===== config.mk =====
export PLATFORM = sky130hd
export DESIGN_NAME = pe_mac_accumulator
export DESIGN_NICKNAME = d
export VERILOG_FILES = /design/src/rtl/pe_mac_pkg.sv /design/src/rtl/pe_acc_clamp.sv /design/src/rtl/pe_mac_accumulator.sv
export SDC_FILE = /design/constraint.sdc
export NUM_CORES = 1
export LEC_CHECK = 0
export BUFFER_PORTS_ARGS = -buffer_cell sky130_fd_sc_hd__buf_2
export CAP_MARGIN = 20
export CORE_AREA = 8 8 136 138
export CTS_CLUSTER_DIAMETER = 80
export DETAILED_ROUTE_END_ITERATION = 8
export DIE_AREA = 0 0 144 146
export MAX_ROUTING_LAYER = met4
export PLACE_DENSITY = 0.62
export SYNTH_ARGS = -nofsm -noshare
export SYNTH_HDL_FRONTEND = slang
export SYNTH_HIERARCHICAL = 1
export SYNTH_SLANG_ARGS = --single-unit

===== constraint.sdc =====
create_clock -name clk -period 5.8 [get_ports clk]
set_input_delay 0.58 -clock clk [delete_from_list [all_inputs] [get_ports clk]]
set_output_delay 0.58 -clock clk [all_outputs]
set_load 0.01 [all_outputs]

===== src/rtl/pe_mac_pkg.sv =====
// Shared types, default widths and the sign-extension helper for the PE MAC accumulator.
package pe_mac_pkg;

    typedef enum logic [1:0] {
        ST_IDLE  = 2'd0,
        ST_ACCUM = 2'd1,
        ST_HOLD  = 2'd2
    } state_e;

    localparam int PROD_W_DEF = 32;
    localparam int ACC_W_DEF  = 40;
    localparam int OUT_W_DEF  = 32;
    localparam int CNT_W_DEF  = 8;

    // Sign-extends the low w bits of v to 64 bits (w must be 1..64).
    function automatic logic signed [63:0] sext64(input logic [63:0] v, input int w);
        logic signed [63:0] shifted;
        shifted = signed'(v << (64 - w));
        return shifted >>> (64 - w);
    endfunction

endpackage


===== src/rtl/pe_acc_clamp.sv =====
// Narrows the wide accumulator to the result width and flags sums outside that width.
// Saturating narrowing is selected by defining PE_ACC_SAT_EN; otherwise the result wraps.
module pe_acc_clamp
    import pe_mac_pkg::*;
#(
    parameter int ACC_W = ACC_W_DEF,
    parameter int OUT_W = OUT_W_DEF
) (
    input  logic [ACC_W-1:0] acc,
    input  logic             acc_ovf,
    input  logic             ovf_pos,
    output logic [OUT_W-1:0] data,
    output logic             out_of_range
);

    // In range only when every bit from the result sign bit upward matches.
    logic [ACC_W-OUT_W:0] upper_bits;
    assign upper_bits   = acc[ACC_W-1:OUT_W-1];
    assign out_of_range = !((&upper_bits) || !(|upper_bits));

`ifdef PE_ACC_SAT_EN
    localparam logic [OUT_W-1:0] OUT_MAX = {1'b0, {(OUT_W-1){1'b1}}};
    localparam logic [OUT_W-1:0] OUT_MIN = {1'b1, {(OUT_W-1){1'b0}}};

    always_comb begin
        data = acc[OUT_W-1:0];
        if (acc_ovf) begin
            data = ovf_pos ? OUT_MAX : OUT_MIN;
        end else if (out_of_range) begin
            data = acc[ACC_W-1] ? OUT_MIN : OUT_MAX;
        end
    end
`else
    logic unused_ovf_info;
    assign unused_ovf_info = acc_ovf ^ ovf_pos;
    assign data            = acc[OUT_W-1:0];
`endif

endmodule


===== src/rtl/pe_mac_accumulator.sv =====
// Sums a signed product stream into a wide accumulator and presents each packet sum
// on a valid/ready result port. Build option: PE_ACC_SAT_EN (saturating result).
module pe_mac_accumulator
    import pe_mac_pkg::*;
#(
    parameter int PROD_W = PROD_W_DEF,
    parameter int ACC_W  = ACC_W_DEF,
    parameter int OUT_W  = OUT_W_DEF,
    parameter int CNT_W  = CNT_W_DEF
) (
    input  logic              clk,
    input  logic              rst,
    input  logic              prod_valid,
    input  logic [PROD_W-1:0] prod,
    input  logic              prod_last,
    output logic              prod_ready,
    output logic              res_valid,
    input  logic              res_ready,
    output logic [OUT_W-1:0]  res_data,
    output logic [CNT_W-1:0]  res_count,
    output logic              res_ovf
);

    state_e             state_q, state_d;
    logic [ACC_W-1:0]   acc_q, acc_d;
    logic [CNT_W-1:0]   cnt_q, cnt_d;
    logic               ovf_q, ovf_d;
    logic               ovf_pos_q, ovf_pos_d;
    logic               res_valid_q, res_valid_d;
    logic [OUT_W-1:0]   res_data_q, res_data_d;
    logic [CNT_W-1:0]   res_count_q, res_count_d;
    logic               res_ovf_q, res_ovf_d;

    logic [ACC_W-1:0]   prod_ext;
    logic [ACC_W-1:0]   sum;
    logic               add_ovf;
    logic               accept;
    logic [OUT_W-1:0]   clamp_data;
    logic               clamp_oor;

    assign prod_ext   = ACC_W'(sext64(64'(prod), PROD_W));
    assign sum        = acc_q + prod_ext;
    assign add_ovf    = (acc_q[ACC_W-1] == prod_ext[ACC_W-1]) && (sum[ACC_W-1] != acc_q[ACC_W-1]);
    assign prod_ready = (state_q != ST_HOLD) && !rst;
    assign accept     = prod_valid && prod_ready;

    // Narrowing sees the post-add values so the result register captures the final sum.
    pe_acc_clamp #(
        .ACC_W (ACC_W),
        .OUT_W (OUT_W)
    ) u_clamp (
        .acc          (acc_d),
        .acc_ovf      (ovf_d),
        .ovf_pos      (ovf_pos_d),
        .data         (clamp_data),
        .out_of_range (clamp_oor)
    );

    always_comb begin
        state_d     = state_q;
        acc_d       = acc_q;
        cnt_d       = cnt_q;
        ovf_d       = ovf_q;
        ovf_pos_d   = ovf_pos_q;
        res_valid_d = res_valid_q;
        res_data_d  = res_data_q;
        res_count_d = res_count_q;
        res_ovf_d   = res_ovf_q;

        case (state_q)
            ST_IDLE, ST_ACCUM: begin
                if (accept) begin
                    if (state_q == ST_IDLE) begin
                        acc_d     = prod_ext;
                        cnt_d     = CNT_W'(1);
                        ovf_d     = 1'b0;
                        ovf_pos_d = 1'b0;
                    end else begin
                        acc_d = sum;
                        cnt_d = (&cnt_q) ? cnt_q : cnt_q + CNT_W'(1);
                        if (add_ovf) begin
                            ovf_d     = 1'b1;
                            ovf_pos_d = !prod_ext[ACC_W-1];
                        end
                    end
                    if (prod_last) begin
                        state_d     = ST_HOLD;
                        res_valid_d = 1'b1;
                        res_data_d  = clamp_data;
                        res_count_d = cnt_d;
                        res_ovf_d   = ovf_d || clamp_oor;
                    end else begin
                        state_d = ST_ACCUM;
                    end
                end
            end
            ST_HOLD: begin
                if (res_ready) begin
                    state_d     = ST_IDLE;
                    res_valid_d = 1'b0;
                end
            end
            default: state_d = ST_IDLE;
        endcase
    end

    always_ff @(posedge clk) begin
        if (rst) begin
            state_q     <= ST_IDLE;
            acc_q       <= '0;
            cnt_q       <= '0;
            ovf_q       <= 1'b0;
            ovf_pos_q   <= 1'b0;
            res_valid_q <= 1'b0;
            res_data_q  <= '0;
            res_count_q <= '0;
            res_ovf_q   <= 1'b0;
        end else begin
            state_q     <= state_d;
            acc_q       <= acc_d;
            cnt_q       <= cnt_d;
            ovf_q       <= ovf_d;
            ovf_pos_q   <= ovf_pos_d;
            res_valid_q <= res_valid_d;
            res_data_q  <= res_data_d;
            res_count_q <= res_count_d;
            res_ovf_q   <= res_ovf_d;
        end
    end

    assign res_valid = res_valid_q;
    assign res_data  = res_data_q;
    assign res_count = res_count_q;
    assign res_ovf   = res_ovf_q;

endmodule


==> results.md <==
* Initial Util at 41.0%
* Root Driver: clkbuf_16
* Largest stage delay on the critical path at 0.41 ns
* Clk slew on worst S/H paths at 0.06 ns
* Die Ht at 146 um
* Data arrival, critical path at 3.67 ns
* WP depth at 16
* Pwr Total at 1.74 mW
* First-pass GRT wire length at 30.8 mm
* Flop pwr share at 39.6%
* Max Cap Viol at 0
* Worst R2R Start: acc_q[0]
* Vias after detailed routing at about 6200
* TritonRoute pass-1 iters at 5
* CTS tree: yes
* Largest net degree at the start of global routing at 93
* Slew Limit Fails at 0
* Clk Latency, worst-skew pair at 0.34 ns
* M1 GR Usage at between 20% and 30%
* Layout cell share with drive strength beyond 1 at between 15 and 20%
* Crit share post-route at 59.9%
* Routed wire length at 18.9 mm
* Setup Viol. Count Final at 0
* Net Sw Frac at 32.5%
* Crit-path leading delay family: compound AO/OA/AOI/OAI gates
* Gp weighted congestion at around 0.96
* R2R depth at 15
* Clock skew at 0.00668 ns
* Setup repair bufs after CTS at 0
* Pwr dens at 242 nW/um2
* Gr busiest metal: met2
* Die ar. at approximately 21000 um2
* Max Clock Freq at 288 MHz
* DR DRC count at 0
* CP max stage cell: o21ai_0
* CTS Buffer Depth at 2
* Post-CTS resize count at 0
* Routed len/inst at 17.1 um
* Crit path cell chain: buf_2 -> ha_1 -> a21oi_1 -> o21ai_0 -> a311oi_1 -> a21oi_1 -> a211oi_2 -> o21ai_2 -> a21boi_0 -> xor2_1 -> o21ai_0 -> nand2_1 -> nor3_1 -> a31oi_1 -> mux2i_1 -> o21ai_1
* Filler Cell Count at between 1500 and 2000
* Port bufs at 79
* IO Pins at 80
* Setup_tns at 0 ns
* Worst VDD drop at 0.000208 V
* Row count at 47
* Detailed Place HPWL at 14.0 mm
* Critical path peak fanout at 5
* Post-Syn Area at around 6700 um2
* CP endpoint kind: flop
* Final Hold Fails at 0
* Die X at 144 um
* Hold Buf Count CTS at 0
* Post-synthesis cell count at roughly 870
* Worst Max-Slew Pin Slew at 1.01 ns
* CP bufs+invs at 1
* Core Footprint at approximately 16000 um2
* CP required at 6.00 ns
* Crit path launch type: primary input
* Combinational power share at 26.9%
* Synth warn at 6
* Total track usage at 18.7%
* Min Tclk post-route at 3.47 ns
* Crit path capture: res_ovf
* CTS Buf Count at 9
* Reg2reg end: res_ovf
* GRT overflow at 0
* Vias in the first global route at 5898
* H-tree depth at 3
* Antenna diode count at 0
* Synthesized net count at approximately 950
* Crit path kind: in -> reg
* P_sw at 565 uW
* Sink Count at 93
* Routed vias/inst at roughly 5.6
* Rel. slew slack at between 30% and 40%
* Pleak at 2.98 nW
* Worst min path class: reg -> reg
* Status: completed
* Initial antenna violation count at 0
* Syn Area/Cell at 7.69 um2
* GR met2 Demand/Resource at between 20 and 30%
* Met3 usage at approximately 3.8%
* Initial DRC Count at 457
* Min Hold Slack at 0.450 ns
* RSZ-0062 raised after global routing: no
* R2R Setup Slk at 2.38 ns
* Setup crit start: prod[6]
* ANT nets after route at 0
* P_int at around 1.2 mW
* Clock network fraction of design power at roughly a third
* Final Net Count at about 960
* Finished Core Util at 44.1%
* Layout area overhead at 7.41%
-- power groups by stage --
| stage | combinational [mW] | sequential, mW | clock [mW] |
|---|---|---|---|
| 2_1_floorplan | 0.387 | 0.700 | 0 |
| 3_3_place_gp | 0.463 | 0.702 | 0 |
| 3_5_place_dp | 0.464 | 0.703 | 0 |
| 4_1_cts | 0.467 | 0.688 | 0.606 |
| 5_1_grt | 0.521 | 0.692 | 0.623 |
| 6_report | 0.468 | 0.688 | 0.582 |
-- layout by cell type, fill, tap and decap left out, drive strengths merged, types with 2 or more instances in the layout --
cell type and n:
nor4 2, and3 13, o21a 8, a211oi 18, nand3 19, a21oi 107, mux2i 9, ha 40
dfxtp 93, a21o 25, and2 5, or3 4, xnor2 22, o2bb2ai 6, nand4 16, nor2 71
or2 4, nor2b 25, o21bai 6, buf 86, a21boi 4, a31oi 13, nor3b 2, a311oi 4
a2111oi 3, o211ai 7, inv 7, o21ai 42, xor2 13, o31a 2, o311ai 2, nand2 139
o31ai 6, clkinv 2, nor3 19, nand3b 9, o221ai 3, nand2b 7, clkbuf 10
-- worst min-delay path by stage --
stage	cells past startpoint	start	slack, ns	end
5_1_grt	2	res_data[30]	0.47	res_data[30]
6_report	2	res_data[11]	0.45	res_data[11]
3_3_place_gp	2	res_data[2]	0.44	res_data[2]
4_1_cts	2	res_data[11]	0.45	res_data[11]
3_5_place_dp	2	res_data[30]	0.44	res_data[30]
2_1_floorplan	2	cnt_q[4]	0.47	cnt_q[4]
-- worst min-delay path, delay by kind of cell (launching register included) --
family	cells	cell delay, ns
AO/OA/AOI/OAI	1	0.05
AND/OR/NAND/NOR	1	0.05
flip-flops	1	0.30
-- layout make-up --
class	count	area, um2	area share [%]
clock buffers	10	229	3.19
clock inverters	4	51.3	0.714
inverters	7	26.3	0.366
multi-input cells	686	4290	59.7
flip-flops and latches	93	1860	25.9
well taps	220	275	3.83
repair buffers	86	448	6.24
-- sequential cells by signal, summed over array words and instances, names as in the netlist --
register,count
res_data,32
res_valid,1
res_ovf,1
ovf_q,1
acc_q,40
res_count,8
state_q,2
cnt_q,8
-- stage by stage --
stage          instance area, um2  setup slack [ns]  std cells
3_5_place_dp                 6900              2.04       1092
4_1_cts                      7180              2.40       1106
5_1_grt                      7180              2.08       1106
2_1_floorplan                6690              2.50        869
6_report                     7180              2.33       1106
3_3_place_gp                 6900              2.07       1092
-- metal layers --
metal  part of all wire [%]  routed length, um
met1                     44               8380
met2                     47               8880
met3                    5.5               1040
met4                    3.1                593
met5                      0                  0
No activity file was read; power rests on OpenSTA's default activity.
